### src/rtl/bus_master_port.sv
// bus_master_port: master-side bus port; serialises slave select, requests the bus,
// then sends address/write data or collects read data bit-serially, resuming after splits.
module bus_master_port #(
    parameter int ADDR_WIDTH = 12,
    parameter int DATA_WIDTH = 8,
    parameter int TIMEOUT    = 255
) (
    input  logic                  sys_clk,
    input  logic                  sys_rst_n,
    input  logic                  start,
    input  logic                  rw,
    input  logic [1:0]            slave_id,
    input  logic [ADDR_WIDTH-1:0] addr,
    input  logic [DATA_WIDTH-1:0] wdata,
    output logic [DATA_WIDTH-1:0] rdata,
    output logic                  done,
    output logic                  error,
    output logic                  busy,
    output logic                  m_request,
    output logic                  m_slave_sel,
    input  logic                  m_grant,
    output logic                  m_rw,
    output logic                  m_dout,
    output logic                  m_dout_valid,
    input  logic                  m_din,
    input  logic                  m_din_valid,
    input  logic                  trans_done
);
    localparam int MW = (ADDR_WIDTH > DATA_WIDTH) ? ADDR_WIDTH : DATA_WIDTH;
    localparam int CW = $clog2(MW + 1);
    localparam int TW = $clog2(TIMEOUT + 1);

    typedef enum logic [3:0] {
        IDLE, SEL0, SEL1, WAIT_GRANT, ADDR, WDATA, RDATA, WAIT_DONE, FINISH
    } state_t;

    state_t                state_q, state_d;
    logic [CW-1:0]         cnt_q, cnt_d;
    logic [TW-1:0]         tcnt_q, tcnt_d;
    logic                  rw_q, rw_d;
    logic [1:0]            sid_q, sid_d;
    logic [ADDR_WIDTH-1:0] addr_q, addr_d;
    logic [DATA_WIDTH-1:0] wdata_q, wdata_d;
    logic [DATA_WIDTH-1:0] shift_q, shift_d;
    logic [DATA_WIDTH-1:0] rdata_q, rdata_d;
    logic                  rd_bit;

    assign rd_bit = (state_q == RDATA) && m_grant && m_din_valid;
    assign rdata  = rdata_q;

    always_ff @(posedge sys_clk or negedge sys_rst_n) begin
        if (!sys_rst_n) begin
            state_q <= IDLE;
            cnt_q   <= '0;
            tcnt_q  <= '0;
            rw_q    <= 1'b0;
            sid_q   <= '0;
            addr_q  <= '0;
            wdata_q <= '0;
            shift_q <= '0;
            rdata_q <= '0;
        end else begin
            state_q <= state_d;
            cnt_q   <= cnt_d;
            tcnt_q  <= tcnt_d;
            rw_q    <= rw_d;
            sid_q   <= sid_d;
            addr_q  <= addr_d;
            wdata_q <= wdata_d;
            shift_q <= shift_d;
            rdata_q <= rdata_d;
        end
    end

    always_comb begin
        state_d      = state_q;
        cnt_d        = cnt_q;
        tcnt_d       = '0;
        rw_d         = rw_q;
        sid_d        = sid_q;
        addr_d       = addr_q;
        wdata_d      = wdata_q;
        shift_d      = shift_q;
        done         = 1'b0;
        error        = 1'b0;
        busy         = state_q != IDLE;
        m_request    = 1'b0;
        m_slave_sel  = 1'b0;
        m_rw         = 1'b0;
        m_dout       = 1'b0;
        m_dout_valid = 1'b0;
        case (state_q)
            IDLE: begin
                if (start) begin
                    rw_d    = rw;
                    sid_d   = slave_id;
                    addr_d  = addr;
                    wdata_d = wdata;
                    shift_d = '0;
                    cnt_d   = '0;
                    state_d = SEL0;
                end
            end
            SEL0: begin
                m_request   = 1'b1;
                m_slave_sel = sid_q[0];
                state_d     = SEL1;
            end
            SEL1: begin
                m_request   = 1'b1;
                m_slave_sel = sid_q[1];
                state_d     = WAIT_GRANT;
            end
            WAIT_GRANT: begin
                m_request = 1'b1;
                if (m_grant) begin
                    cnt_d   = '0;
                    state_d = ADDR;
                end
            end
            // Both send phases shift their register down; without grant nothing moves.
            ADDR, WDATA: begin
                m_request = 1'b1;
                m_rw      = rw_q;
                if (m_grant) begin
                    m_dout_valid = 1'b1;
                    m_dout       = (state_q == ADDR) ? addr_q[0] : wdata_q[0];
                    cnt_d        = cnt_q + 1'b1;
                    if (state_q == ADDR) begin
                        addr_d = addr_q >> 1;
                        if (cnt_q == CW'(ADDR_WIDTH - 1)) begin
                            cnt_d   = '0;
                            state_d = rw_q ? WDATA : RDATA;
                        end
                    end else begin
                        wdata_d = wdata_q >> 1;
                        if (cnt_q == CW'(DATA_WIDTH - 1)) begin
                            cnt_d   = '0;
                            state_d = WAIT_DONE;
                        end
                    end
                end
            end
            RDATA, WAIT_DONE: begin
                m_request = 1'b1;
                m_rw      = rw_q;
                tcnt_d    = tcnt_q;
                if (rd_bit) begin
                    shift_d = shift_q | (DATA_WIDTH'(m_din) << cnt_q);
                    cnt_d   = cnt_q + 1'b1;
                    tcnt_d  = '0;
                    if (cnt_q == CW'(DATA_WIDTH - 1)) begin
                        cnt_d   = '0;
                        state_d = WAIT_DONE;
                    end
                end
                if (trans_done) begin
                    state_d = FINISH;
                end else if (m_grant && !rd_bit) begin
                    if (tcnt_q == TW'(TIMEOUT - 1)) begin
                        error     = 1'b1;
                        m_request = 1'b0;
                        tcnt_d    = '0;
                        state_d   = IDLE;
                    end else begin
                        tcnt_d = tcnt_q + 1'b1;
                    end
                end
            end
            FINISH: begin
                done    = 1'b1;
                state_d = IDLE;
            end
            default: state_d = IDLE;
        endcase
    end

    // Load rdata on the way into FINISH so the value is already valid during the done pulse.
    always_comb begin
        rdata_d = (state_d == FINISH && state_q != FINISH && !rw_q) ? shift_d : rdata_q;
    end
endmodule
### config.mk
export PLATFORM = sky130hd
export DESIGN_NAME = bus_master_port
export DESIGN_NICKNAME = d
export VERILOG_FILES = /design/src/rtl/bus_master_port.sv
export SDC_FILE = /design/constraint.sdc
export NUM_CORES = 1
export LEC_CHECK = 0
export BUFFER_PORTS_ARGS = -buffer_cell sky130_fd_sc_hd__buf_2
export CAP_MARGIN = 20
export CORE_MARGIN = 5
export CORE_UTILIZATION = 57
export DETAILED_ROUTE_END_ITERATION = 7
export GPL_ROUTABILITY_DRIVEN = 1
export PLACE_DENSITY = 0.8
export SETUP_SLACK_MARGIN = 0.5
export SYNTH_ARGS = -nofsm -noshare
export SYNTH_HDL_FRONTEND = slang
export SYNTH_SLANG_ARGS = --single-unit
### constraint.sdc
create_clock -name sys_clk -period 2.2 [get_ports sys_clk]
set_input_delay 0.22 -clock sys_clk [delete_from_list [all_inputs] [get_ports sys_clk]]
set_output_delay 0.22 -clock sys_clk [all_outputs]
set_load 0.02 [all_outputs]
# After elaboration in Yosys (flattened, before gate mapping)
# Index checks and enable logic that the tools add are counted.
[op_classes] addsub=2 n_eq_ne=19 shifts=1 muxes=52 bitwise=1 n_reduce_logical=19
[ops] operator="$mux W8" n=10
[ops] operator="$mux W4" n=17
[ops] operator="$mux W12" n=3
[ops] operator="$pmux W8 S2" n=2
[ops] operator="$pmux W12 S2" n=1
[ops] operator="$pmux W4 S6" n=1
[ops] operator="$eq A4 B3 Y1 const B" n=5
[ops] operator="$pmux W4 S4" n=1
[ops] operator="$mux W1" n=14
[ops] operator="$eq A4 B4 Y1 const B" n=3
[ops] operator="$ne A2 B2 Y1 const B" n=6
[ops] operator="$add A8 B1 Y8 const B" n=1
[ops] operator="$eq A4 B2 Y1 const B" n=2
[ops] operator="$eq A8 B8 Y1 const B" n=1
[ops] operator="$or A8 B8 Y8" n=1
[ops] operator="$reduce_and A4 Y1" n=2
[ops] operator="$reduce_bool A4 Y1" n=2
[ops] operator="$shl A1 B4 Y8" n=1
[ops] operator="$logic_and A1 B1 Y1" n=5
[ops] operator="$reduce_and A5 Y1" n=1
[ops] operator="$reduce_or A5 Y1" n=1
[ops] operator="$add A4 B1 Y4 const B" n=1
[ops] operator="$eq A4 B1 Y1 const B" n=1
[ops] operator="$logic_not A4 Y1" n=1
[ops] operator="other kinds (8)" n=11
[word_totals] regBits=55 inputBits=30 elab_cells=103

# Depth between registers and ports, before layout
[logic_depth] ltp_word=11 mapped_depth=7 depth_no_buf=6

# Worst setup path before layout
# OpenSTA, ideal clock, no wires.
[synth_path] path_kind="register to output" from="register tcnt_q[0]" to="output port m_request" arrival_time_ps=1571 setup_slack_ps=409 stages_incl_launch_ff=7 path_buffers=0 cell_sequence="dfrtp_1 inv_1 ha_1 and3_1 nand3_1 nor4_1 nor3_1"
[synth_via] elab_chain_len=5
[synth_rtl] element="start, declared" line="39" rtl="logic [TW-1:0] tcnt_q, tcnt_d;"
[synth_rtl] element="start signal, assigned" line="65" rtl="tcnt_q <= tcnt_d;"
[synth_rtl] element="$eq A8 B8 Y1" line="160" rtl="if (tcnt_q == TW'(TIMEOUT - 1)) begin"
[synth_rtl] element="$mux W1" line="160"
[synth_rtl] element="$mux W1" line="159" rtl="end else if (m_grant && !rd_bit) begin"
[synth_rtl] element="$mux W1" line="157" rtl="if (trans_done) begin"
[synth_rtl] element="$pmux W1 S2" line="92" rtl="case (state_q)"
[synth_rtl] element="end, declared" line="19" rtl="output logic m_request,"
# No other way between the ends.

# Final worst setup path
[layout_path] from="register state_q[0]" to="register cnt_q[3]"
[layout_via] elab_chain_len=5 word_cells_on_any_way=19
[layout_rtl] element="start, declared" line="37" rtl="state_t state_q, state_d;"
[layout_rtl] element="start signal, assigned" line="63" rtl="state_q <= state_d;"
[layout_rtl] element="$eq A4 B3 Y1" line="48, 92"
[layout_rtl] element="$logic_and A1 B1 Y1 (2 in a row)" line="48" rtl="assign rd_bit = (state_q == RDATA) && m_grant && m_din_valid;"
[layout_rtl] element="$ne A2 B2 Y1 (no line)"
[layout_rtl] element="$reduce_and A5 Y1 (no line)"
[layout_rtl] element="end signal, assigned" line="64" rtl="cnt_q <= cnt_d;"
[layout_rtl] element="end, declared" line="38" rtl="logic [CW-1:0] cnt_q, cnt_d;"
# Parallel ways exist; a longest one is shown, timed or not. The select of a mux whose other input is x is not followed.
# A chain may end at the register's enable or synchronous reset.

==> results by group <==
STA
  – Final hold violations: 0
  – Max-slew violations: 0
  – Period utilization: 0.8615
  – RSZ-0062 raised after global routing: yes
  – Final clock skew: ~0.014 ns
  – Sum of negative setup slack: 0 ns
  – Finish-stage setup viols: 0
  – Max_slew headroom: 0.6096
  – Final setup margin: ~0.30 ns
  – Worst slew pin tran: around 0.59 ns
  – Hold Slack: approximately 0.13 ns
  – Fmax: about 530 MHz
  – Fin crit period: roughly 1.9 ns

Setup path
  – Crit path max-delay family: compound AO/OA/AOI/OAI gates
  – CP Capture Point: cnt_q[3]
  – Critical path buffers and inverters: 2
  – Worst R2R Setup Slack: 0.30 ns
  – Critical Path End Type: register
  – Crit path required time: ~2.5 ns
  – Crit path from: state_q[0]
  – CP Cell Sequence: buf_6 -> buf_4 -> o21a_1 -> a2111oi_0 -> and4_1 -> or3_1
  – Slowest stage delay, CP: 0.54 ns
  – Crit path launch type: register
  – Setup Crit Path Kind: reg2reg
  – CP Data Arrival Time: 2.15 ns
  – FF-to-FF End: cnt_q[3]
  – Worst R2R Start: state_q[0]
  – Worst Path Max Fanout: 8
  – CP max stage cell: a2111oi_0
  – Levels on crit path: 6
  – Reg2reg path depth: 6

Synth
  – Commonest cells post-synth: dfrtp_1, nand2_1, nor2_1
  – Syn nets: 324
  – Primary FF master, synth: dfrtp_1
  – Synth warn: 0
  – Post-synthesis cell type count: 50
  – Post-synth EDFFs: 0
  – Register area share after synthesis: 0.4649
  – Synth Instances: roughly 290
  – Synthesized area: 2960 sq um
  – Most common cell in the synthesized netlist: dfrtp_1
  – Top post-synthesis cells by area: dfrtp_1, mux2i_1, mux2_2, nand2_1, nor2_1
  – Share of the synthesized area in the top cell type: 0.4649
  – FFs w/ async S/R, synth: 1.000
  – Number of synthesized register bits: 55
  – Area leader, netlist: dfrtp_1
  – Syn_area_per_cell: 10.17 sq um

Clock tree
  – CTS Root Buffer Type: clkbuf_8
  – CTS tree: done
  – Insertion delay to the later sink of the worst-skew pair: between 0.3 and 0.4 ns
  – CTS H-Tree Depth: 2
  – CTS sink cnt: 55
  – CTS buffer count: 5
  – Clock Path Buffers: 2
  – Clock Pin Slew Worst Setup and Hold Paths: ~0.10 ns

Placement
  – Detailed Place HPWL: 4.286 mm
  – # port buffers: 45
  – Placer Congestion: around 0.81
  – Dpl ws: 0.2752 ns
  – Dpl cell area: ~3200 sq um

Detailed routing
  – Post-DR vias/cell: 5.828
  – Initial DRC Count: 173
  – DRC: 0
  – Vias: 2576
  – ANT nets after route: 0
  – Final wirelength: slightly below 8 mm
  – Drt first pass iters: 4
  – WL per Instance: between 15 and 20 um

Worst hold path
  – Worst min-delay path startpoint: rw
  – Worst Hold Class: in2reg

Global route
  – Grt ovf: 0
  – GRT Total Usage: 0.2152
  – First-pass GRT wire length: ~11 mm
  – Largest net degree at the start of global routing: 26
  – Vias in the first global route: between 2000 and 2500
  – Initial antenna violation count: 0

Final layout
  – Layout cell share with drive strength beyond 1: 0.4570
  – Fin util: 0.7737
  – Finished Cell Area: 3926 sq um
  – Area Growth Syn to Fin: 32.63%
  – N_diodes: 0
  – Nets: 404

Floorplan
  – Die W: roughly 82 um
  – CORE AREA: 5075 sq um
  – Starting Density: 0.5833
  – Die height: slightly above 80 um
  – I/O pins: 46
  – Die footprint: 6735 sq um
  – Row count: 26

Pwr
  – Peak VDD IR: 0.7581 mV
  – PD cells: about 1100 nW/um^2
  – Leakage: 1.724 nW

Flow run
  – Max Cap Viol: 0

Run status
  – Status: complete, no violations
-- per-stage QoR --
stage	total power [mW]	cells
floorplan	2.743	291
detailed placement	3.049	397
finish	4.509	442
global route	4.777	442
global placement	2.995	397
CTS	3.990	426
-- worst min-delay path by stage --
stage	to	cells past startpoint
2_1_floorplan	addr_q[0]	0
3_3_place_gp	wdata_q[3]	1
3_5_place_dp	wdata_q[3]	1
4_1_cts	rw_q	2
5_1_grt	sid_q[1]	2
6_report	rw_q	2
-- registers in the layout (all words and copies together), names as in the netlist --
name / cells
addr_q: 12
rdata: 8
shift_q: 8
tcnt_q: 8
wdata_q: 8
cnt_q: 4
state_q: 4
sid_q: 2
rw_q: 1
-- repair_timing --
item                                   in CTS  in global routing
gates resized for setup                    39                 49
hold buffers                                1                  0
setup buffers                              20                 13
setup endpoints to repair                  48                 35
pin swaps                                  10                 11
cloned                                      0                  3
endpoints found under the hold margin      23                  0
-- cells by family after synthesis --
logic type | synth area share
AO/OA/AOI/OAI | 0.1577
adder cells (fa/ha/maj) | 0.01268
buffers and inverters | 0.05368
flip-flops | 0.4649
multiplexers | 0.1167
AND/OR/NAND/NOR | 0.1944
-- routing by layer --
layer / vias to the layer above / global-route usage / part of all wire
li1: 1211 / - / -
met1: 1252 / 0.3003 / 0.44
met2: 92 / 0.3320 / 0.48
met3: 21 / 0.04715 / 0.055
met4: 0 / 0.07143 / 0.028
met5: - / 0 / 0
-- layout make-up --
cell class / instances / area [sq um]
Clock inverter: 3 / 27.53
Sequential cell: 55 / 1381
Clock buffer: 5 / 68.82
Tap cell: 70 / 87.58
Timing Repair Buffer: 93 / 660.6
Inverter: 8 / 32.53
Multi-Input combinational cell: 208 / 1668
Fill cell: 332 / 1149
-- power breakdown --
group          total (mW)  internal (mW)  switching, mW
registers            1.54           1.30          0.243
clock network       0.593          0.234          0.358
logic                2.38           1.12           1.26
-- cells in the final DEF, fill, tap and decap left out, drive strengths merged, types with 2 or more instances in the layout --
master	instances
mux2i	21
nor4	3
nand3	12
o22ai	2
and3b	2
nand2b	6
a31oi	3
nor2b	6
nor2	23
nand4	2
o2bb2ai	9
or2	2
nor3b	2
inv	9
a22oi	2
ha	3
a311oi	3
nor3	6
mux2	12
buf	92
or3	4
dfrtp	55
and2	4
o2111ai	3
clkbuf	5
and4	2
and3	3
o21ai	19
nand2	23
a21oi	19
(Power assumes the default switching activity.)
